===== src/rtl/gpio_in_pkg.sv =====
// Shared constants, edge-mode encodings and edge qualification helper for the
// gpio_in_capture peripheral.
package gpio_in_pkg;

    localparam int unsigned BUS_W = 32;
    localparam int unsigned MODE_CFG_BITS = 16;

    localparam logic [1:0] ADDR_DATA    = 2'd0;
    localparam logic [1:0] ADDR_MODE    = 2'd1;
    localparam logic [1:0] ADDR_MASK    = 2'd2;
    localparam logic [1:0] ADDR_CAPTURE = 2'd3;

    typedef enum logic [1:0] {
        EDGE_RISE = 2'd0,
        EDGE_FALL = 2'd1,
        EDGE_ANY  = 2'd2,
        EDGE_OFF  = 2'd3
    } edge_mode_e;

    // Returns 1 when the observed transition matches the selected edge mode.
    function automatic logic edge_hit(input logic [1:0] mode,
                                      input logic       rise,
                                      input logic       fall);
        logic hit;
        hit = 1'b0;
        case (mode)
            EDGE_RISE: hit = rise;
            EDGE_FALL: hit = fall;
            EDGE_ANY:  hit = rise | fall;
            default:   hit = 1'b0;
        endcase
        return hit;
    endfunction

endpackage


===== src/rtl/gpio_in_debounce.sv =====
// Single-bit input conditioner: multi-flop synchroniser followed by an
// optional stability filter that rejects pulses shorter than DEBOUNCE_CYCLES.
module gpio_in_debounce
    import gpio_in_pkg::*;
#(
    parameter int unsigned SYNC_STAGES     = 2,
    parameter int unsigned DEBOUNCE_CYCLES = 0
) (
    input  logic clk,
    input  logic reset,
    input  logic din,
    output logic dout
);

    logic [SYNC_STAGES-1:0] sync_q;
    logic                   sync_bit;

    always_ff @(posedge clk or posedge reset) begin
        if (reset) begin
            sync_q <= '0;
        end else begin
            sync_q <= {sync_q[SYNC_STAGES-2:0], din};
        end
    end

    assign sync_bit = sync_q[SYNC_STAGES-1];

    if (DEBOUNCE_CYCLES == 0) begin : g_bypass
        assign dout = sync_bit;
    end else begin : g_filter
        localparam int unsigned CNT_W = $clog2(DEBOUNCE_CYCLES + 1);
        localparam logic [CNT_W-1:0] CNT_LAST = CNT_W'(DEBOUNCE_CYCLES - 1);

        logic [CNT_W-1:0] cnt_q;
        logic             filt_q;

        // Counter runs only while the synchronised input disagrees with the
        // filtered value; any return to agreement restarts the qualification.
        always_ff @(posedge clk or posedge reset) begin
            if (reset) begin
                cnt_q  <= '0;
                filt_q <= 1'b0;
            end else if (sync_bit != filt_q) begin
                if (cnt_q == CNT_LAST) begin
                    filt_q <= sync_bit;
                    cnt_q  <= '0;
                end else begin
                    cnt_q <= cnt_q + CNT_W'(1);
                end
            end else begin
                cnt_q <= '0;
            end
        end

        assign dout = filt_q;
    end

endmodule


===== src/rtl/gpio_in_capture.sv =====
// Parametrised Avalon-MM input port with synchronised/debounced inputs,
// per-bit selectable edge capture and a maskable level interrupt.
module gpio_in_capture
    import gpio_in_pkg::*;
#(
    parameter int unsigned WIDTH           = 8,
    parameter int unsigned SYNC_STAGES     = 2,
    parameter int unsigned DEBOUNCE_CYCLES = 0,
    parameter int unsigned BIT_CLEAR       = 1
) (
    input  logic             clk,
    input  logic             reset,
    input  logic [1:0]       address,
    input  logic             chipselect,
    input  logic             write_n,
    input  logic [31:0]      writedata,
    input  logic [WIDTH-1:0] in_port,
    output logic [31:0]      readdata,
    output logic             irq
);

    localparam int unsigned MODE_BITS = (WIDTH <= MODE_CFG_BITS) ? 2 * WIDTH : 2 * MODE_CFG_BITS;

    logic [WIDTH-1:0]     filtered;
    logic [WIDTH-1:0]     prev_q;
    logic [WIDTH-1:0]     capture_q;
    logic [WIDTH-1:0]     mask_q;
    logic [MODE_BITS-1:0] mode_q;
    logic [WIDTH-1:0]     edge_det_c;
    logic [WIDTH-1:0]     clear_c;
    logic [BUS_W-1:0]     rdata_c;
    logic                 wr_en_c;
    logic                 unused_wdata;

    assign wr_en_c      = chipselect & ~write_n;
    assign unused_wdata = ^writedata;

    for (genvar gi = 0; gi < int'(WIDTH); gi++) begin : g_bit
        logic [1:0] bit_mode;

        gpio_in_debounce #(
            .SYNC_STAGES    (SYNC_STAGES),
            .DEBOUNCE_CYCLES(DEBOUNCE_CYCLES)
        ) u_debounce (
            .clk  (clk),
            .reset(reset),
            .din  (in_port[gi]),
            .dout (filtered[gi])
        );

        // Only the low 16 bits have a mode field; any higher bit is fixed rising.
        if (gi < int'(MODE_CFG_BITS)) begin : g_cfg
            assign bit_mode = mode_q[2*gi +: 2];
        end else begin : g_fixed
            assign bit_mode = EDGE_RISE;
        end

        assign edge_det_c[gi] = edge_hit(bit_mode,
                                         filtered[gi] & ~prev_q[gi],
                                         ~filtered[gi] & prev_q[gi]);
    end

    // Bits to clear on this cycle's capture-register write.
    always_comb begin
        clear_c = '0;
        if (wr_en_c && (address == ADDR_CAPTURE)) begin
            if (BIT_CLEAR != 0) begin
                clear_c = writedata[WIDTH-1:0];
            end else begin
                clear_c = '1;
            end
        end
    end

    always_comb begin
        rdata_c = '0;
        case (address)
            ADDR_DATA:    rdata_c = BUS_W'(filtered);
            ADDR_MODE:    rdata_c = BUS_W'(mode_q);
            ADDR_MASK:    rdata_c = BUS_W'(mask_q);
            ADDR_CAPTURE: rdata_c = BUS_W'(capture_q);
            default:      rdata_c = '0;
        endcase
    end

    // New edges take priority over a same-cycle clear so no event is dropped.
    always_ff @(posedge clk or posedge reset) begin
        if (reset) begin
            prev_q    <= '0;
            capture_q <= '0;
            mask_q    <= '0;
            mode_q    <= '0;
            irq       <= 1'b0;
            readdata  <= '0;
        end else begin
            prev_q    <= filtered;
            capture_q <= edge_det_c | (capture_q & ~clear_c);
            irq       <= |(capture_q & mask_q);
            readdata  <= rdata_c;
            if (wr_en_c && (address == ADDR_MODE)) begin
                mode_q <= writedata[MODE_BITS-1:0];
            end
            if (wr_en_c && (address == ADDR_MASK)) begin
                mask_q <= writedata[WIDTH-1:0];
            end
        end
    end

endmodule

===== config.mk =====
export PLATFORM = sky130hd
export DESIGN_NAME = gpio_in_capture
export DESIGN_NICKNAME = d
export VERILOG_FILES = /design/src/rtl/gpio_in_pkg.sv /design/src/rtl/gpio_in_debounce.sv /design/src/rtl/gpio_in_capture.sv
export SDC_FILE = /design/constraint.sdc
export NUM_CORES = 1
export LEC_CHECK = 0
export BUFFER_PORTS_ARGS = -buffer_cell sky130_fd_sc_hd__buf_2
export CAP_MARGIN = 10
export CORE_ASPECT_RATIO = 1.2
export CORE_UTILIZATION = 30
export DETAILED_ROUTE_END_ITERATION = 10
export HOLD_SLACK_MARGIN = 0.02
export PLACE_DENSITY = 0.55
export RECOVER_POWER = 50
export SETUP_SLACK_MARGIN = 0.02
export SLEW_MARGIN = 20
export SYNTH_ARGS = -nofsm -noshare
export SYNTH_HDL_FRONTEND = slang
export SYNTH_SLANG_ARGS = --single-unit
export TNS_END_PERCENT = 10

===== constraint.sdc =====
create_clock -name clk -period 5.6 [get_ports clk]
set_input_delay 0.56 -clock clk [delete_from_list [all_inputs] [get_ports clk]]
set_output_delay 0.56 -clock clk [all_outputs]
set_load 0.05 [all_outputs]

# Word-level counts from Yosys, hierarchy flattened

Cells that the tools add are included.

Bitwise logic cells: 46
Muxes and demuxes: 10
Equality and inequality tests: 19
Reductions and logical operators: 13

Operators with widths:

| cell               | number |
|---|---|
| $pmux 32 s4        | 1 |
| $pmux 1 s3         | 8 |
| $eq 2x2->1 const B | 10 |
| $eq 2x1->1 const B | 9 |
| $logic_not 2->1    | 9 |
| $and 1x1->1        | 17 |
| $not 1->1          | 17 |
| $and 8x8->8        | 2 |
| $mux 8             | 1 |
| $not 8->8          | 1 |
| $or 1x1->1         | 8 |
| $or 8x8->8         | 1 |
| $reduce_or 8->1    | 1 |
| $logic_and 1x1->1  | 3 |

Bits in registers: 89
Bits of input ports: 46
Output and inout bits: 33
Word-level logic and storage cells: 102

# Longest topological paths before layout

Depth after elaboration: 7
Gate-level depth with buffers: 5
Depth with buffers taken out: 5

# By module

Synthesis repeated with hierarchy kept, for this count alone.

Cells, all modules: 229
Area total of the unflattened synthesis: 3,196.8 sq um

By module, submodules not included:

| module           | area an instance (sq um) | cells an instance | seq. area each (sq um) | instances |
|---|---|---|---|---|
| gpio_in_capture  | 2,766.4                  | 205               | 1,426.4                | 1 |
| gpio_in_debounce | 53.8                     | 3                 | 50.0                   | 8 |

# Worst setup path after synthesis

No wires, ideal clock.

Path kind: in2reg
Start: input address[0]
End: register mode_q[10]
Stages: 5
Slack: 4,016 ps
Path buffers: 2
Setup time: 125 ps
Required time: 5,475 ps
Data arrival time: 1,459 ps
Path through: nor2b_4 -> and3b_1 -> buf_6 -> buf_8 -> mux2_4

Longest elaborated chain between the ends: 2

Ends and longest elaborated chain:

| item                 | RTL line               | source |
|---|---|---|
| start, declared      | gpio_in_capture.sv:13  | `input logic [1:0] address,` |
| $eq 2x1->1           | gpio_in_capture.sv:100 | `if (wr_en_c && (address == ADDR_MODE)) begin` |
| $logic_and 1x1->1    | gpio_in_capture.sv:100 |  |
| end signal, assigned | gpio_in_capture.sv:101 | `mode_q <= writedata[MODE_BITS-1:0];` |
| end, declared        | gpio_in_capture.sv:28  | `logic [MODE_BITS-1:0] mode_q;` |

Every way passes these cells.
A chain may end at the register's enable or synchronous reset.

# Worst setup path in the final report

Start: input address[0]
End: register mode_q[3]

Same word-level chain as after synthesis.

==> run summary <==
status: finished, final reports clean
number of flops mapped to enable cells by yosys: 0
vias per cell: 4.501
CORE AREA: 0.01016 mm^2
Crit path arrival time: 2780 ps
Worst Max-Slew Pin Slew: 922.0 ps
H-Tree Depth: 3
Routed Antenna Nets: 0
fin area: 0.003776 mm^2
final cell count without fillers: 407
HP Class: in2reg
setup_tns: 0 ps
pre-CTS setup slack: 2859 ps
Distinct cells, synth: 23
drt total wl: 5780 um
CTS max path bufs: 2
Clock Latency Late Sink: 330 ps
gr busiest metal: met2
Initial DRT Pass Iterations: 6
Post-CTS Repair Setup Buffers: 0
row cnt: 40
final layout net count: 339
CTS tree: built
largest net degree at the start of global routing: 74
Via Count: 1832
synthesized area: 0.003184 mm^2
static leakage: 0.001831 uW
most common cell in the netlist: dfrtp_1
setup ws final: 3028 ps
M3 GR Usage: 5.026%
fill count: 987
Core Util, Final: 37.17%
synthesis warning total: 0
Root Driver: clkbuf_16
gr usage total: 11.51%
CTS buffer count: 9
met2 global-route usage: 18.20%
Synth area leader: dfrtp_1
dpl cells: 392
met1 usage: 13.95%
CTS resizes: 0
clock slew at reported path FFs: 60 ps
# DRC: 0
top cell type's share of synthesized area: 57.37%
fin crit share: 45.93%
Hold Fails Final Rpt: 0
DR WL/cell: 14.20 um
Initial Utilization: 31.34%
PD cells: 398.6 mW/mm^2
Final setup viols: 0
first-pass GRT wire length: 9315 um
maximum vdd drop: 0.1633 mV
Die Ht: 114.9 um
number of DRC violations after detailed-routing iteration 0: 58
mean post-synth cell area: 14.15 um^2
Crit Path Category: in2reg
Sink Count: 73
Post-CTS Hold Fix Bufs: 0
Rel. slew slack: 38.53%
Slew Limit Fails: 0
Worst Path Required: 5810 ps
Area contributors post-synth: dfrtp_1 (57%), ha_1 (6.3%), mux2_2 (5.3%), mux2_4 (4.7%), buf_4 (4.2%)
crit end category: flop
Synth Instances: 225
min cycle time layout: 2572 ps
worst-path fanout max: 16
vias in the first global route: 1861
MaxCap Viol Count: 0
top-level port count: 79
register area: 0.001827 mm^2
clock skew: 6.121 ps
Post-synth top flop: dfrtp_1
antenna violations before repair: 0
#FFs+latches synth: 73
chip width: 96.05 um
Worst setup SP type: input pin
Remaining Overflow, GRT: 0
Cell Area, Placed: 0.003463 mm^2
Final HPWL DP: 3797 um
die area: 0.01103 mm^2
layout cells sized above 1: 33.21%
unrepaired setup endpoints after global routing: false
area occupied by multi-input gates: 0.001119 mm^2
FFs w/ async S/R, synth: 100.0%
sequential element share of the synthesized area: 57.37%
Commonest cells post-synth: dfrtp_1 (73), inv_1 (31), buf_4 (18)
synthesis-to-layout area growth: 18.59%
Buffers on Ports: 46
FMAX: 0.3888 GHz
routability cong.: 0.7211
registers in the layout (all words and copies together) (netlist names):
register,flops
mode_q,16
g_bit.u_debounce.sync_q,16
irq,1
capture_q,8
prev_q,8
readdata,16
mask_q,8
layout make-up:
type / instances / area share (%)
Sequential cell: 73 / 48.38
Multi-Input combinational cell: 115 / 29.62
Clock buffer: 11 / 6.693
Inverter: 31 / 3.082
Antenna cell: 1 / 0.06627
Timing Repair Buffer: 47 / 6.262
Clock inverter: 3 / 1.723
Tap cell: 126 / 4.175
metrics by stage:
| step | hold slack (ps) | total power, uW |
|---|---|---|
| detailed placement | 334.7 | 906.3 |
| global route | 318.3 | 1579 |
| CTS | 323.1 | 1530 |
| floorplan | 331.2 | 851.6 |
| global placement | 335.1 | 901.4 |
| finish | 335.3 | 1505 |
routing by layer:
layer  share of wire [%]  routed length, um
met1                  43               2484
met2                  49               2838
met3                 6.7                388
met4                 1.2                 68
met5                   0                  0
critical path, cell delays in order:
cell,delay [ps]
clkbuf_1,560
nor2b_1,570
and3b_2,670
mux2_2,400
kinds of logic after synthesis:
kind of cell               synth area share (%)
adders and majority gates                 6.287
DFF                                       57.37
AOI/OAI and AO/OA                         4.322
other                                    0.1178
and+or+nand+nor                           5.030
muxes                                     17.80
buffers and inverters                     9.076
final timing paths:
path	cells after the start	start	end	slack, ps
worst max-delay path	4	address[0]	mode_q[3]	3030
worst min-delay path	1	in_port[3]	g_bit[3].u_debounce.sync_q[0]	340
worst max register to register	5	g_bit[1].u_debounce.sync_q[1]	capture_q[1]	4400
worst min register to register	0	g_bit[2].u_debounce.sync_q[0]	g_bit[2].u_debounce.sync_q[1]	350
max in group asynchronous	3	reset	g_bit[7].u_debounce.sync_q[0]	4490
min in group asynchronous	3	reset	readdata[8]	500
power by group:
part | internal, uW | switching [uW] | leakage [uW]
registers | 598 | 52.5 | 0.000850
logic | 101 | 141 | 0.000824
clock network | 408 | 204 | 0.000157
total | 1110 | 398 | 0.00183
cells in the final DEF (no fill, tap or decap), types with 2 or more instances in the layout:
master,synthesis,routed
buf_2,0,45
mux2_2,15,15
mux2_4,10,10
nand3b_1,7,7
and2_1,8,3
ha_1,16,16
o211ai_1,7,7
bufinv_16,0,2
clkbuf_16,0,9
clkbuf_8,0,2
nand2_1,2,2
conb_1,1,16
o21ai_0,11,11
and2_0,0,5
mux2i_1,6,6
dfrtp_1,73,73
mux4_1,2,2
mux4_2,6,6
inv_1,31,31
a22oi_1,4,4
(Power assumes the default switching activity.)
